### src/rtl/lal_count_ctrl.sv
// lal_count_ctrl: run sequencer around a CNT_W-bit up-counter and KEY_W-bit key compare.
// Ports: clk/rst_n; start, cfg_limit, cfg_key, probe, hold, clr in; busy, count, done, match, aborted out.
module lal_count_ctrl #(
    parameter int CNT_W = 9,
    parameter int KEY_W = 4
) (
    input  logic             clk,
    input  logic             rst_n,
    input  logic             start,
    input  logic [CNT_W-1:0] cfg_limit,
    input  logic [KEY_W-1:0] cfg_key,
    input  logic [KEY_W-1:0] probe,
    input  logic             hold,
    input  logic             clr,
    output logic             busy,
    output logic [CNT_W-1:0] count,
    output logic             done,
    output logic             match,
    output logic             aborted
);

    typedef enum logic [2:0] {
        S_IDLE,
        S_ARM,
        S_COUNT,
        S_CHECK,
        S_DONE
    } state_t;

    state_t           state_q, state_d;
    logic [CNT_W-1:0] count_q, count_d;
    logic [CNT_W-1:0] limit_q, limit_d;
    logic [KEY_W-1:0] key_q, key_d;
    logic             match_q, match_d;
    logic             aborted_q, aborted_d;

    always_ff @(posedge clk or negedge rst_n) begin
        if (!rst_n) begin
            state_q   <= S_IDLE;
            count_q   <= '0;
            limit_q   <= '0;
            key_q     <= '0;
            match_q   <= 1'b0;
            aborted_q <= 1'b0;
        end else begin
            state_q   <= state_d;
            count_q   <= count_d;
            limit_q   <= limit_d;
            key_q     <= key_d;
            match_q   <= match_d;
            aborted_q <= aborted_d;
        end
    end

    always_comb begin
        state_d   = state_q;
        count_d   = count_q;
        limit_d   = limit_q;
        key_d     = key_q;
        match_d   = match_q;
        aborted_d = 1'b0;
        unique case (state_q)
            S_IDLE: begin
                if (clr) begin
                    count_d = '0;
                end else if (start) begin
                    limit_d = cfg_limit;
                    key_d   = cfg_key;
                    match_d = 1'b0;
                    state_d = S_ARM;
                end
            end
            S_ARM: begin
                if (clr) begin
                    count_d   = '0;
                    aborted_d = 1'b1;
                    state_d   = S_IDLE;
                end else begin
                    count_d = '0;
                    state_d = S_COUNT;
                end
            end
            S_COUNT: begin
                // Terminal test precedes the increment, so count never passes limit.
                if (clr) begin
                    count_d   = '0;
                    aborted_d = 1'b1;
                    state_d   = S_IDLE;
                end else if (count_q == limit_q) begin
                    state_d = S_CHECK;
                end else if (!hold) begin
                    count_d = count_q + CNT_W'(1);
                end
            end
            S_CHECK: begin
                if (clr) begin
                    count_d   = '0;
                    aborted_d = 1'b1;
                    state_d   = S_IDLE;
                end else begin
                    match_d = (probe == key_q);
                    state_d = S_DONE;
                end
            end
            S_DONE: begin
                // clr is deliberately ignored here; the done pulse always completes.
                state_d = S_IDLE;
            end
            default: begin
                state_d = S_IDLE;
            end
        endcase
    end

    assign busy    = (state_q != S_IDLE);
    assign done    = (state_q == S_DONE);
    assign count   = count_q;
    assign match   = match_q;
    assign aborted = aborted_q;

endmodule

### config.mk
export PLATFORM = sky130hd
export DESIGN_NAME = lal_count_ctrl
export DESIGN_NICKNAME = d
export VERILOG_FILES = /design/src/rtl/lal_count_ctrl.sv
export SDC_FILE = /design/constraint.sdc
export NUM_CORES = 1
export LEC_CHECK = 0
export CORE_ASPECT_RATIO = 1.2
export CORE_MARGIN = 2
export CORE_UTILIZATION = 51
export CTS_BUF_LIST = sky130_fd_sc_hd__clkbuf_8
export CTS_CLUSTER_SIZE = 14
export DETAILED_ROUTE_END_ITERATION = 8
export PLACE_DENSITY = 0.81
export SLEW_MARGIN = 20
export SYNTH_ARGS = -nofsm -noshare
export SYNTH_HDL_FRONTEND = slang
export SYNTH_SLANG_ARGS = --single-unit
### constraint.sdc
create_clock -name clk -period 1.9 [get_ports clk]
set_input_delay 0.38 -clock clk [delete_from_list [all_inputs] [get_ports clk]]
set_output_delay 0.38 -clock clk [all_outputs]
set_load 0.1 [all_outputs]
### After elaboration in Yosys (flattened, before gate mapping)

Cells that the tools add are included.
Widths: inputs -> output; s select.

| word-level totals | value |
|---|---|
| logic and storage cells | 49 |
| bits in registers | 27 |

| operators by class | value |
|---|---|
| muxes and demuxes | 18 |
| equal/unequal tests | 13 |
| add/sub/neg operators | 1 |
| reduce and logical (&&, ||, !) cells | 10 |
| bitwise logic cells | 1 |

Operators with widths:

| operator | number |
|---|---|
| $mux 9 | 4 |
| $pmux 9 s3 | 1 |
| $mux 3 | 5 |
| $pmux 3 s4 | 1 |
| $add 9x1->9 const B | 1 |
| $eq 9x9->1 | 1 |
| $ne 3x3->1 const B | 3 |
| $reduce_and 4->1 | 2 |
| $eq 3x2->1 const B | 2 |
| $ne 2x2->1 const B | 3 |
| $reduce_and 3->1 | 2 |
| $reduce_bool 3->1 | 2 |
| $mux 1 | 5 |
| $eq 4x4->1 | 1 |
| $eq 3x1->1 const B | 1 |
| $eq 3x3->1 const B | 1 |
| $logic_not 3->1 | 1 |
| $reduce_or 3->1 | 1 |
| $mux 2 | 1 |
| $ne 2x1->1 const B | 1 |
| $pmux 1 s2 | 1 |
| $reduce_bool 2->1 | 1 |
| $reduce_or 2->1 | 1 |
| $not 1->1 | 1 |

### Depth between registers and ports, before layout

| logic depth | value |
|---|---|
| depth after elaboration | 5 |
| gate-level depth with buffers | 6 |
| gate-level depth less buffers | 5 |

### Worst setup path before layout

Ideal clock, no wire load.

| timing path | value |
|---|---|
| kind | register to register |
| start point | register count_q[5] (netlist: count[5]) |
| end point | register count_q[4] (netlist: count[4]) |
| data arrival time | 2.197 ns |
| path buffers | 1 |
| required time | 1.776 ns |
| path slack | -0.420 ns |
| stages on the path, launching flop included | 7 |
| setup time | 0.124 ns |
| path through | dfrtp_1 xor2_1 nor4_4 a31oi_4 buf_6 and3_1 a211o_1 |

| on the way | value |
|---|---|
| longest elaborated chain between the ends | 3 |

RTL lines:

| item | line | source |
|---|---|---|
| start: declaration | 31 | `logic [CNT_W-1:0] count_q, count_d;` |
| start signal: assignment | 47 | `count_q <= count_d;` |
| $eq 9x9->1 | 89 | `end else if (count_q == limit_q) begin` |
| $ne 3x3->1 (no source line) | n/a |  |
| $reduce_and 4->1 (no source line) | n/a |  |

No other way between the ends.
A chain may end at the register's enable or synchronous reset.

### Worst setup path in the final report

| timing path | value |
|---|---|
| start point | register count_q[1] (netlist: count[1]) |
| end point | register count_q[2] (netlist: count[2]) |

| on the way | value |
|---|---|
| longest elaborated chain between the ends | 5 |
| elaborated cells between the ends (all ways) | 8 |
| classes of those cells | add/sub: 1; eq/ne: 2; mux: 4; reduce/logical: 1 |

RTL lines:

| item | line | source |
|---|---|---|
| $add 9x1->9 | 92 | `count_d = count_q + CNT_W'(1);` |
| $mux 9 | 91 | `end else if (!hold) begin` |
| $mux 9 | 89 |  |
| $mux 9 | 85 | `if (clr) begin` |
| $pmux 9 s3 | 62 | `unique case (state_q)` |

Several ways; a longest one is shown, not always the timed one. The select of a mux whose other input is x is not followed.

==> results.yml <==
placement:
  dpl-instance-area_sq_um: 1990
  place_congestion: 0.801
  dp.cells: 202
  io_buffers: 34
  pre_cts_slack_ps: -28.9
  dp_hpwl_mm: 2.24
route:
  wl_per_cell_microns: 14.8
  via_per_inst: 5.56
  vias: 1145
  routed_wl_mm: 3.06
  ant_nets: 0
  first_iter_violations: 37
  drt-pass1-iter-count: 4
  drcViolationCount: 0
layout:
  drive_above_1_share_pct: 25.0
  multiInputGateArea_sq_um: 738
  fin_area_sq_um: 2030
  mostFrequentLayoutCell: "clkdlybuf4s50_1"
  finalNonFillerCells: 206
  most-common-layout-cells: "clkdlybuf4s50_1, dfrtp_1, nor2_1, buf_12"
  final-seq-area_sq_um: 694
  syn_to_final_growth_pct: 42.6
  antenna_cells: 0
  nNetsFinal: 196
  final.fill_count: 197
  fin_util_pct: 74.5
global_route:
  antenna_found_initial: 0
  grt_pass1_wl_mm: 5.13
  grt_max_degree: 28
  grt_pass1_vias: 1106
  grt-ovfl-total: 0
  grtUsageTotal_pct: 21.7
timing:
  rsz0062_at_grt: "false"
  worst_slack_ps: 55.2
  final.min_clock_period_ps: 1840
  drv_slew: 0
  max_freq_mhz: 542
  fin_crit_sh_pct: 97.1
  finalHoldViolCount: 0
  finalClockSkew_ps: 2.07
  tightestPinTransition_ps: 377
  setup-violations-final: 0
  hold_ws_ps: 474
  relSlewSlack_pct: 74.9
  fin_tns_setup_ps: 0
critical_path:
  cp_num_buf_inv: 0
  slowest_stage: "dfrtp_4"
  critPathTopFamily: "simple AND/OR/NAND/NOR gates"
  critPathRequiredTime_ps: 2060
  worstSetupStartpointType: "register"
  cpPeakStageDelay_ps: 490
  worstSetupPathType: "reg2reg"
  path_cells: "xor2_1 -> nor4_4 -> a31oi_4 -> and3_1 -> a211o_1"
  end_kind: "register"
  cp_max_fo: 14
  arrival_ps: 2000
floorplanning:
  start_util_pct: 52.2
  io_pins: 35
  rows: 21
  dieHeight_microns: 61.9
  coreArea_sq_um: 2730
  fp.dieArea_sq_um: 3240
  die_w_microns: 52.3
logic_synthesis:
  synth_warnings: 0
  synth_cell_types: 34
  ys_seq_area_share_pct: 47.4
  syn_area_per_cell_sq_um: 10.9
  ys_top_cells_by_area: "dfrtp_1, mux2_1, xor2_1"
  syn_area_sq_um: 1430
  ys_ff_latch: 27
  synth_nets: 154
  synth_top_area_share_pct: 47.4
  syn-instance-count: 131
  yosys.area.top_type: "dfrtp_1"
cts:
  ctsRootBufferMaster: "clkbuf_8"
  cts.sinks: 27
  htree_num_levels: 1
  clk_pin_slew_ps: 90
  clkLatencyLatePin_ps: 270
  cts_tree: "yes"
  cts-buffers-inserted: 3
  clockBufferDepth: 2
power:
  cellPowerDensity_nw_per_um2: 685
  power_mw: 1.39
  clkPwrFrac_pct: 22.8
  p_seq_share_pct: 50.9
  net-switching-power_mw: 0.418
  power_frac_comb_pct: 26.3
  intPower_mw: 0.975
  cellLeakagePower_nw: 0.959
  ir_worst_vdd_mv: 0.562
  switching_share_pct: 30.0
flow_run:
  drv_cap: 0
outcome:
  outcome: "finished clean"
worst_hold_path:
  min_path_type: "in2async"
## synth_stat cells, drive strengths merged
| cell | instances |
|---|---|
| nand2 | 10 |
| nor3 | 3 |
| or2 | 1 |
| or3 | 2 |
| buf | 3 |
| nor2 | 12 |
| and3 | 10 |
| a41oi | 1 |
| xor2 | 11 |
| dfrtp | 27 |
| nand3b | 1 |
| xnor2 | 3 |
| a211o | 6 |
| mux2 | 14 |
| a22o | 1 |
| a21oi | 6 |
| a31oi | 2 |
| o22ai | 1 |
| clkbuf | 1 |
| o21ai | 2 |
| nor4 | 1 |
| ha | 1 |
| nand3 | 3 |
| a31o | 1 |
| inv | 1 |
| a21boi | 1 |
| nand4 | 1 |
| nor3b | 1 |
| nor4b | 1 |
| and2 | 3 |
## worst register-to-register path, cell delays in order (launching register included)
cell and delay [ps]:
dfrtp_4 490, xor2_1 200, nor4_4 350, a31oi_4 220, and3_1 230, a211o_1 260
## final cells by class
type	count	share of cell area, %
clock inverter	1	0.185
sequential	27	34.1
clock buffer	3	2.03
inverter	1	0.185
timing repair buffer	41	25.1
tap	34	2.09
multi-input combinational	99	36.3
## per-layer routing
layer  vias up  wire length, microns  global-route usage [%]  share of wire [%]
li1        550                     -                       -                  -
met1       560                  1300                    27.4                 43
met2        30                  1580                    38.5                 52
met3         5                   119                    3.11                3.9
met4         0                    48                    7.69                1.6
met5         -                     0                       0                  0
## flip-flops by register name, summed over array words and instances, names as in the netlist
register	flops
state_q	3
limit_q	9
aborted	1
match	1
key_q	4
count	9
## what timing repair did
item                                    4_1_cts  5_1_grt
resized for setup                             0        1
endpoints found under the setup margin        0        1
hold buffers                                  0        0
setup buffers                                 0        0
## logic make-up after synthesis
family	synth area share, %
AO/OA/AOI/OAI	11.2
XOR/XNOR	8.60
adder cells (fa/ha/maj)	0.877
buffers and inverters	1.93
flip-flops	47.4
multiplexers	11.1
AND/OR/NAND/NOR	18.9
## worst paths after layout
kind,startpoint,end,slack (ps),depth (start not counted)
max,count[1],count[2],60,5
min,rst_n,key_q[0],470,2
max reg2reg,count[1],count[2],60,5
min reg2reg,limit_q[8],limit_q[8],520,1
max in group asynchronous,rst_n,count[1],1130,2
min in group clk,limit_q[8],limit_q[8],520,1
## power by group through the flow
| stage | clock (mW) | combinational, mW | sequential [mW] |
|---|---|---|---|
| floorplan | 0 | 0.223 | 0.733 |
| global placement | 0 | 0.358 | 0.717 |
| detailed placement | 0 | 0.369 | 0.724 |
| CTS | 0.330 | 0.371 | 0.711 |
| global route | 0.350 | 0.395 | 0.721 |
| finish | 0.318 | 0.366 | 0.710 |
Power figures use the tool's default switching activity.
